[src/rtl/sap1_ctrl_seq_pkg.sv]
// Shared definitions for the SAP-1 controller-sequencer: opcodes, ring states,
// control-word layout.
package sap1_ctrl_seq_pkg;

  localparam int unsigned OP_W  = 4;
  localparam int unsigned T_NUM = 6;
  localparam int unsigned CW_W  = 12;

  localparam logic [OP_W-1:0] OP_LDA = 4'h0;
  localparam logic [OP_W-1:0] OP_ADD = 4'h1;
  localparam logic [OP_W-1:0] OP_SUB = 4'h2;
  localparam logic [OP_W-1:0] OP_OUT = 4'hE;
  localparam logic [OP_W-1:0] OP_HLT = 4'hF;

  // Bit index of each T-state inside the one-hot ring
  localparam int unsigned T1_IDX = 0;
  localparam int unsigned T2_IDX = 1;
  localparam int unsigned T3_IDX = 2;
  localparam int unsigned T4_IDX = 3;
  localparam int unsigned T5_IDX = 4;
  localparam int unsigned T6_IDX = 5;

  // Control-word bit positions, MSB first
  localparam int unsigned CW_CP = 11;
  localparam int unsigned CW_EP = 10;
  localparam int unsigned CW_LM = 9;
  localparam int unsigned CW_CE = 8;
  localparam int unsigned CW_LI = 7;
  localparam int unsigned CW_EI = 6;
  localparam int unsigned CW_LA = 5;
  localparam int unsigned CW_EA = 4;
  localparam int unsigned CW_SU = 3;
  localparam int unsigned CW_EU = 2;
  localparam int unsigned CW_LB = 1;
  localparam int unsigned CW_LO = 0;

  typedef enum logic [T_NUM-1:0] {
    ST_T1 = 6'b000001,
    ST_T2 = 6'b000010,
    ST_T3 = 6'b000100,
    ST_T4 = 6'b001000,
    ST_T5 = 6'b010000,
    ST_T6 = 6'b100000
  } tstate_e;

  typedef struct packed {
    logic cp;
    logic ep;
    logic lm;
    logic ce;
    logic li;
    logic ei;
    logic la;
    logic ea;
    logic su;
    logic eu;
    logic lb;
    logic lo;
  } ctrl_word_t;

endpackage

[src/rtl/sap1_ctrl_seq_if.sv]
// Control-word bus between the SAP-1 sequencer (master) and the datapath (slave).
interface sap1_ctrl_seq_if;
  import sap1_ctrl_seq_pkg::*;

  logic [OP_W-1:0]  opcode;
  logic             cp, ep, lm, ce, li, ei, la, ea, su, eu, lb, lo;
  logic             hlt;
  logic [T_NUM-1:0] tstate;

  modport master (
    input  opcode,
    output cp, ep, lm, ce, li, ei, la, ea, su, eu, lb, lo, hlt, tstate
  );

  modport slave (
    output opcode,
    input  cp, ep, lm, ce, li, ei, la, ea, su, eu, lb, lo, hlt, tstate
  );
endinterface

[src/rtl/sap1_ctrl_seq_ring_counter.sv]
// Six-state one-hot T-state ring, advancing on the falling edge of clk.
module sap1_ctrl_seq_ring_counter
  import sap1_ctrl_seq_pkg::*;
(
  input  logic    clk,
  input  logic    clr,
  input  logic    hold,
  output tstate_e tstate
);

  tstate_e state_q, state_d;

  always_ff @(negedge clk or posedge clr) begin
    if (clr) state_q <= ST_T1;
    else     state_q <= state_d;
  end

  // Rotate one position per edge; any corrupted code recovers to T1
  always_comb begin
    state_d = state_q;
    if (!hold) begin
      case (state_q)
        ST_T1:   state_d = ST_T2;
        ST_T2:   state_d = ST_T3;
        ST_T3:   state_d = ST_T4;
        ST_T4:   state_d = ST_T5;
        ST_T5:   state_d = ST_T6;
        ST_T6:   state_d = ST_T1;
        default: state_d = ST_T1;
      endcase
    end
  end

  assign tstate = state_q;

endmodule

[src/rtl/sap1_ctrl_seq.sv]
// SAP-1 controller-sequencer: T-state ring plus opcode decode into the
// datapath control word, with a sticky halt flag.
module sap1_ctrl_seq
  import sap1_ctrl_seq_pkg::*;
(
  input  logic           clk,
  input  logic           clr,
  sap1_ctrl_seq_if.master bus
);

  tstate_e    tstate;
  logic       hlt_q;
  ctrl_word_t cw;

  sap1_ctrl_seq_ring_counter u_ring (
    .clk    (clk),
    .clr    (clr),
    .hold   (hlt_q),
    .tstate (tstate)
  );

  // Halt latches as the ring leaves T4 on an HLT, freezing the ring at T5
  always_ff @(negedge clk or posedge clr) begin
    if (clr)                                    hlt_q <= 1'b0;
    else if (tstate == ST_T4 && bus.opcode == OP_HLT) hlt_q <= 1'b1;
  end

  // Control word decode; clr and halt gate everything to zero
  always_comb begin
    cw = '0;
    if (!clr && !hlt_q) begin
      case (tstate)
        ST_T1: begin cw.ep = 1'b1; cw.lm = 1'b1; end
        ST_T2: cw.cp = 1'b1;
        ST_T3: begin cw.ce = 1'b1; cw.li = 1'b1; end
        ST_T4: begin
          case (bus.opcode)
            OP_LDA, OP_ADD, OP_SUB: begin cw.ei = 1'b1; cw.lm = 1'b1; end
            OP_OUT:                 begin cw.ea = 1'b1; cw.lo = 1'b1; end
            default: ;
          endcase
        end
        ST_T5: begin
          case (bus.opcode)
            OP_LDA:         begin cw.ce = 1'b1; cw.la = 1'b1; end
            OP_ADD, OP_SUB: begin cw.ce = 1'b1; cw.lb = 1'b1; end
            default: ;
          endcase
        end
        ST_T6: begin
          case (bus.opcode)
            OP_ADD: begin cw.eu = 1'b1; cw.la = 1'b1; end
            OP_SUB: begin cw.eu = 1'b1; cw.la = 1'b1; cw.su = 1'b1; end
            default: ;
          endcase
        end
        default: ;
      endcase
    end
  end

  assign bus.cp     = cw.cp;
  assign bus.ep     = cw.ep;
  assign bus.lm     = cw.lm;
  assign bus.ce     = cw.ce;
  assign bus.li     = cw.li;
  assign bus.ei     = cw.ei;
  assign bus.la     = cw.la;
  assign bus.ea     = cw.ea;
  assign bus.su     = cw.su;
  assign bus.eu     = cw.eu;
  assign bus.lb     = cw.lb;
  assign bus.lo     = cw.lo;
  assign bus.hlt    = hlt_q;
  assign bus.tstate = T_NUM'(tstate);

endmodule
[src/flat_wrapper.sv]
// flat-port wrapper written by rule: the top's interface ports become plain ports
module sap1_ctrl_seq_flat import sap1_ctrl_seq_pkg::*;
  (clk, clr, bus_opcode, bus_cp, bus_ep, bus_lm, bus_ce, bus_li, bus_ei, bus_la, bus_ea, bus_su, bus_eu, bus_lb, bus_lo, bus_hlt, bus_tstate);
  sap1_ctrl_seq_if bus_i ();
  input  logic clk;
  input  logic clr;
  input wire logic [$bits(bus_i.opcode)-1:0] bus_opcode;
  output wire logic [$bits(bus_i.cp)-1:0] bus_cp;
  output wire logic [$bits(bus_i.ep)-1:0] bus_ep;
  output wire logic [$bits(bus_i.lm)-1:0] bus_lm;
  output wire logic [$bits(bus_i.ce)-1:0] bus_ce;
  output wire logic [$bits(bus_i.li)-1:0] bus_li;
  output wire logic [$bits(bus_i.ei)-1:0] bus_ei;
  output wire logic [$bits(bus_i.la)-1:0] bus_la;
  output wire logic [$bits(bus_i.ea)-1:0] bus_ea;
  output wire logic [$bits(bus_i.su)-1:0] bus_su;
  output wire logic [$bits(bus_i.eu)-1:0] bus_eu;
  output wire logic [$bits(bus_i.lb)-1:0] bus_lb;
  output wire logic [$bits(bus_i.lo)-1:0] bus_lo;
  output wire logic [$bits(bus_i.hlt)-1:0] bus_hlt;
  output wire logic [$bits(bus_i.tstate)-1:0] bus_tstate;
  assign bus_i.opcode = bus_opcode;
  assign bus_cp = bus_i.cp;
  assign bus_ep = bus_i.ep;
  assign bus_lm = bus_i.lm;
  assign bus_ce = bus_i.ce;
  assign bus_li = bus_i.li;
  assign bus_ei = bus_i.ei;
  assign bus_la = bus_i.la;
  assign bus_ea = bus_i.ea;
  assign bus_su = bus_i.su;
  assign bus_eu = bus_i.eu;
  assign bus_lb = bus_i.lb;
  assign bus_lo = bus_i.lo;
  assign bus_hlt = bus_i.hlt;
  assign bus_tstate = bus_i.tstate;
  sap1_ctrl_seq u_core (.clk(clk), .clr(clr), .bus(bus_i));
endmodule
[config.mk]
export PLATFORM = sky130hd
export DESIGN_NAME = sap1_ctrl_seq_flat
export DESIGN_NICKNAME = d
export VERILOG_FILES = /design/src/rtl/sap1_ctrl_seq_pkg.sv /design/src/rtl/sap1_ctrl_seq_if.sv /design/src/rtl/sap1_ctrl_seq_ring_counter.sv /design/src/rtl/sap1_ctrl_seq.sv /design/src/flat_wrapper.sv
export SDC_FILE = /design/constraint.sdc
export NUM_CORES = 1
export LEC_CHECK = 0
export ABC_AREA = 1
export CORE_MARGIN = 5
export CORE_UTILIZATION = 41
export DETAILED_ROUTE_END_ITERATION = 10
export PLACE_DENSITY = 0.83
export SLEW_MARGIN = 20
export SYNTH_ARGS = -nofsm -noshare
export SYNTH_HDL_FRONTEND = slang
export SYNTH_HIERARCHICAL = 1
export SYNTH_SLANG_ARGS = --single-unit
[constraint.sdc]
create_clock -name clk -period 1.5 [get_ports clk]
set_clock_uncertainty 0.05 [all_clocks]
set_input_delay 0.3 -clock clk [delete_from_list [all_inputs] [get_ports clk]]
set_output_delay 0.3 -clock clk [all_outputs]
set_load 0.02 [all_outputs]
; Word-level counts from Yosys, hierarchy flattened
; Index checks and enable logic that the tools add are counted.
[totals]
out_inout_bits = 19
wordCells = 36
input_bits = 6
regBits = 7
[classes]
mux = 17
n_reduce_logical = 7
n_eq_ne = 10
[ops]
columns = op, n
row1 = case mux 6 bit (5 select lines), 1
row2 = two-way mux 12 bit, 1
row3 = two-way mux 1 bit, 11
row4 = "equality test 4 bit, second input constant", 2
row5 = "equality test 6 x 1 -> 1 bit, second input constant", 1
row6 = "equality test 6 x 2 -> 1 bit, second input constant", 1
row7 = "equality test 6 x 3 -> 1 bit, second input constant", 1
row8 = "equality test 6 x 4 -> 1 bit, second input constant", 1
row9 = "equality test 6 x 5 -> 1 bit, second input constant", 1
row10 = "equality test 6 bit, second input constant", 1
row11 = case mux 1 bit (2 select lines), 3
row12 = "equality test 4 x 1 -> 1 bit, second input constant", 1
row13 = "equality test 4 x 2 -> 1 bit, second input constant", 1
row14 = logical NOT 4 bit, 1
row15 = OR reduction 3 bit, 1
row16 = logical AND 1 bit, 2
row17 = logical NOT 1 bit, 2
row18 = two-way mux 2 bit, 1
row19 = OR reduction 2 bit, 1

; Depth between registers and ports, before layout
[depth]
depth_word = 5
depth_mapped = 7
ltp_nobuf = 7

; Cells and area by module
; Netlist, hierarchy kept.
[by_module_without_submodules]
columns = module, area_each_um2, seq_area_each_um2, instances, cells_per_inst
row1 = sap1_ctrl_seq_ring_counter, 311.5, 151.4, 1, 42
row2 = sap1_ctrl_seq, 309.0, 25.0, 1, 55

==> implementation parameters <==
Parameter                              Value

Yosys
  Net count after synthesis ... 103
  Mean instance size in the synthesized netlist ... around 6.4 sq um
  Synthesized cell area ... 621 sq um
  Mapped Cells ... 97
  Yosys synthesis warning count ... 6
  Sequential fraction of the synthesis area ... 0.284
  Distinct cells, synth ... 20
  Number of storage elements in the synthesis netlist ... 7

Finish
  Fill cell total of the finished layout ... 100
  Register Area ... 176 sq um
  Diode count ... 0
  Area growth, synth to finish ... 94.6%
  Non-filler instance count after layout ... 164
  Most frequent cells in the layout ... 22 x sky130_fd_sc_hd__buf_6, 22 x sky130_fd_sc_hd__buf_4, 14 x sky130_fd_sc_hd__inv_1
  Area of combinational cells with multiple inputs ... 454 sq um
  Share of cells above drive strength 1 ... 0.608
  Nets@finish ... around 160

Route
  Via count ... about 830
  Detailed Routing Iterations Pass 1 ... 4
  Number of violations reported at the end of detailed-routing iteration 0 ... 9
  DR WL/cell ... 13.8 um
  Routed vias/inst ... about 5.1
  Remaining antenna violation count ... 0
  Count of unresolved DRC violations after routing ... 0
  Final routed wirelength across all metal layers ... 2270 um

STA
  Unrepaired setup endpoints after global routing ... true
  Worst Max-Slew Pin Slew ... about 0.23 ns
  Count of final setup violators ... 19
  Final Hold Violating Endpoints ... 0
  Max-slew violation count ... 0
  Slack of the critical path ... -1.02 ns
  Slew margin rel. ... 0.848

Placement
  Placed insts ... 153
  Worst Setup Slack post-DPL ... -1.15 ns
  Half-perimeter wire length after detailed placement ... 1490 um
  Last weighted congestion value of the routability-driven placer ... ~0.81
  Count of buffers from port buffering ... 24

Worst setup path
  Buffer and inverter count on the worst path ... 2
  Data arrival time of the critical path ... 2.17 ns
  Slowest cell delay on critical path ... 0.50 ns
  Crit-path leading delay family ... flip-flops
  Setup slack of the worst register-to-register path ... about 0.060 ns
  Critical-path maximum fanout ... 3
  Cell depth of the worst flop-to-flop path ... 7
  Cell chain of the critical path ... inv_2 -> nor2_2 -> nand3_2 -> nor3_4 -> buf_6
  Kind of end point of the critical path ... output port
  Endpoint required time on the critical path ... 1.15 ns
  Beginning of the worst register-to-register path ... u_core/u_ring/tstate[4]
  Capture instance of the worst register-to-register path ... u_core/u_ring/tstate[4]
  Startpoint-to-endpoint class of the critical path ... reg -> out
  Critical Path Source Type ... register
  Standard cell with the maximum stage delay on the critical path ... sky130_fd_sc_hd__dfrtn_1

Power
  Static leakage ... 0.000620 uW
  Post-layout total power ... 407 uW
  Worst vdd rail ir drop ... between 400 and 500 uV
  PD cells ... between 300 and 400 mW/mm^2

Global route
  Vias in the first global route ... 808
  First-pass GRT wire length ... 3530 um
  Congestion Overflow GR ... 0
  GRT Resource Usage Total ... 0.183
  Antenna violations before repair ... 0
  Pin count of the biggest net entering global routing ... 13

Hold path
  Classification of the worst-slack hold path ... reg -> reg
  Worst Hold Path EP ... u_core/u_ring/tstate[0]
  Startpoint of the most critical hold path ... u_core/u_ring/tstate[0]
  Cell depth of the worst hold path ... 3

Clocking
  Clock latency on the worst-skew pair ... 0.30 ns
  Clock Sinks ... 7
  CTS Buffer Depth ... 2
  Total CTS buffers ... 3
  Number of levels in the clock H-tree ... 1
  CTS clk-pin slew, worst paths ... 0.04 ns
  Clk Tree Root Cell ... sky130_fd_sc_hd__clkbuf_4
  TritonCTS clock tree ... yes

Floorplan
  Y dimension of the die ... 48.9 um
  Number of rows created at floorplan ... 14
  Die Area ... 0.00239 sq mm
  Starting density of the core ... 0.422
  Total I/O pin count ... 25
  Placeable Area ... about 0.0015 sq mm
  Horiz. Die Dim ... 48.9 um

Outcome
  Status ... complete, but fails checks
  Violations in the final reports ... setup timing

Job
  Number of maximum-capacitance constraint violations ... 0
[sequential cells by signal (all words and copies together) (netlist names)]
signal and flops:
u_core/u_ring/tstate 6, u_core/bus.hlt 1
[report_power, final]
part           total, uW  leakage (uW)  switching (uW)  internal, uW
clock                175     0.0000203            70.1           105
sequential           190     0.0000889               0           190
combinational       41.4      0.000510            21.5          19.9
[per-stage QoR]
step / instance area (sq um) / hold slack, ns / setup TNS [ns] / util
after floorplan: 682 / 0.490 / -9.55 / -
after global placement: 1060 / 0.548 / -20.11 / 0.724
after detailed placement: 1060 / 0.559 / -20.75 / 0.724
after CTS: 1160 / 0.597 / -15.84 / 0.790
after global routing: 1210 / 0.638 / -17.53 / 0.821
final: 1210 / 0.593 / -16.25 / 0.821
[cells in the mapped netlist]
| cell | n | share of area |
|---|---|---|
| sky130_fd_sc_hd__a21oi_1 | 5 | 0.040 |
| sky130_fd_sc_hd__and2_2 | 1 | 0.012 |
| sky130_fd_sc_hd__and2_4 | 1 | 0.014 |
| sky130_fd_sc_hd__buf_2 | 1 | 0.0081 |
| sky130_fd_sc_hd__buf_4 | 1 | 0.012 |
| sky130_fd_sc_hd__dfrtn_1 | 6 | 0.24 |
| sky130_fd_sc_hd__dfstp_2 | 1 | 0.042 |
| sky130_fd_sc_hd__inv_1 | 20 | 0.12 |
| sky130_fd_sc_hd__inv_2 | 1 | 0.0060 |
| sky130_fd_sc_hd__nand2_1 | 15 | 0.091 |
| sky130_fd_sc_hd__nand2_2 | 3 | 0.030 |
| sky130_fd_sc_hd__nand3_1 | 7 | 0.056 |
| sky130_fd_sc_hd__nand3_2 | 1 | 0.016 |
| sky130_fd_sc_hd__nand4_1 | 4 | 0.040 |
| sky130_fd_sc_hd__nor2_1 | 13 | 0.079 |
| sky130_fd_sc_hd__nor2_2 | 8 | 0.081 |
| sky130_fd_sc_hd__nor2_4 | 3 | 0.054 |
| sky130_fd_sc_hd__nor3_1 | 1 | 0.0081 |
| sky130_fd_sc_hd__o21ai_1 | 4 | 0.032 |
| sky130_fd_sc_hd__o21ai_2 | 1 | 0.014 |
[kinds of logic (layout without fill, tap and decap cells)]
| kind of cell | count (synthesis) | in the layout | share of synthesized area |
|---|---|---|---|
| simple gates | 57 | 57 | 0.482 |
| compound gates | 10 | 10 | 0.0867 |
| buf+inv | 23 | 74 | 0.147 |
| flops | 7 | 7 | 0.284 |
[repair_timing]
item                                    4_1_cts  5_1_grt
gates resized for setup                     124       19
pin swaps                                     5        3
hold buffers                                  0        0
setup buffers                                 4        8
endpoints found under the setup margin       20       20
endpoints found under the hold margin         0        0
[how the worst max path moves through the flow]
stage                                       start     end  slack, ns  cells after the start
after floorplan           u_core/u_ring/tstate[3]  bus_lo      -0.93                      5
after global placement    u_core/u_ring/tstate[0]  bus_su      -1.12                      6
after detailed placement  u_core/u_ring/tstate[4]  bus_ce      -1.15                      4
after CTS                 u_core/u_ring/tstate[0]  bus_lm       -1.0                      5
after global routing      u_core/u_ring/tstate[3]  bus_ea      -1.10                      5
final                     u_core/u_ring/tstate[3]  bus_lo      -1.02                      5
[tightest hold or removal path, stage by stage, from the launching register on]
cell and delay, ns:
sky130_fd_sc_hd__dfstp_2 0.38, sky130_fd_sc_hd__buf_4 0.15, sky130_fd_sc_hd__nand2_1 0.06, sky130_fd_sc_hd__nand2_1 0.05
[routing by layer]
metal  vias up  GRT usage  part of all wire
li1        405          -                 -
met1       386      0.195              0.38
met2        30      0.333              0.54
met3         8     0.0520             0.061
met4         0     0.0717             0.021
met5         -          0                 0
[area by class of cell]
type	count	share of cell area
inverter	20	0.0622
tap	16	0.0166
timing repair buffer	49	0.374
multi-input combinational	67	0.376
clock buffer	4	0.0218
clock inverter	1	0.00311
sequential	7	0.146
No activity file was read; power rests on OpenSTA's default activity.
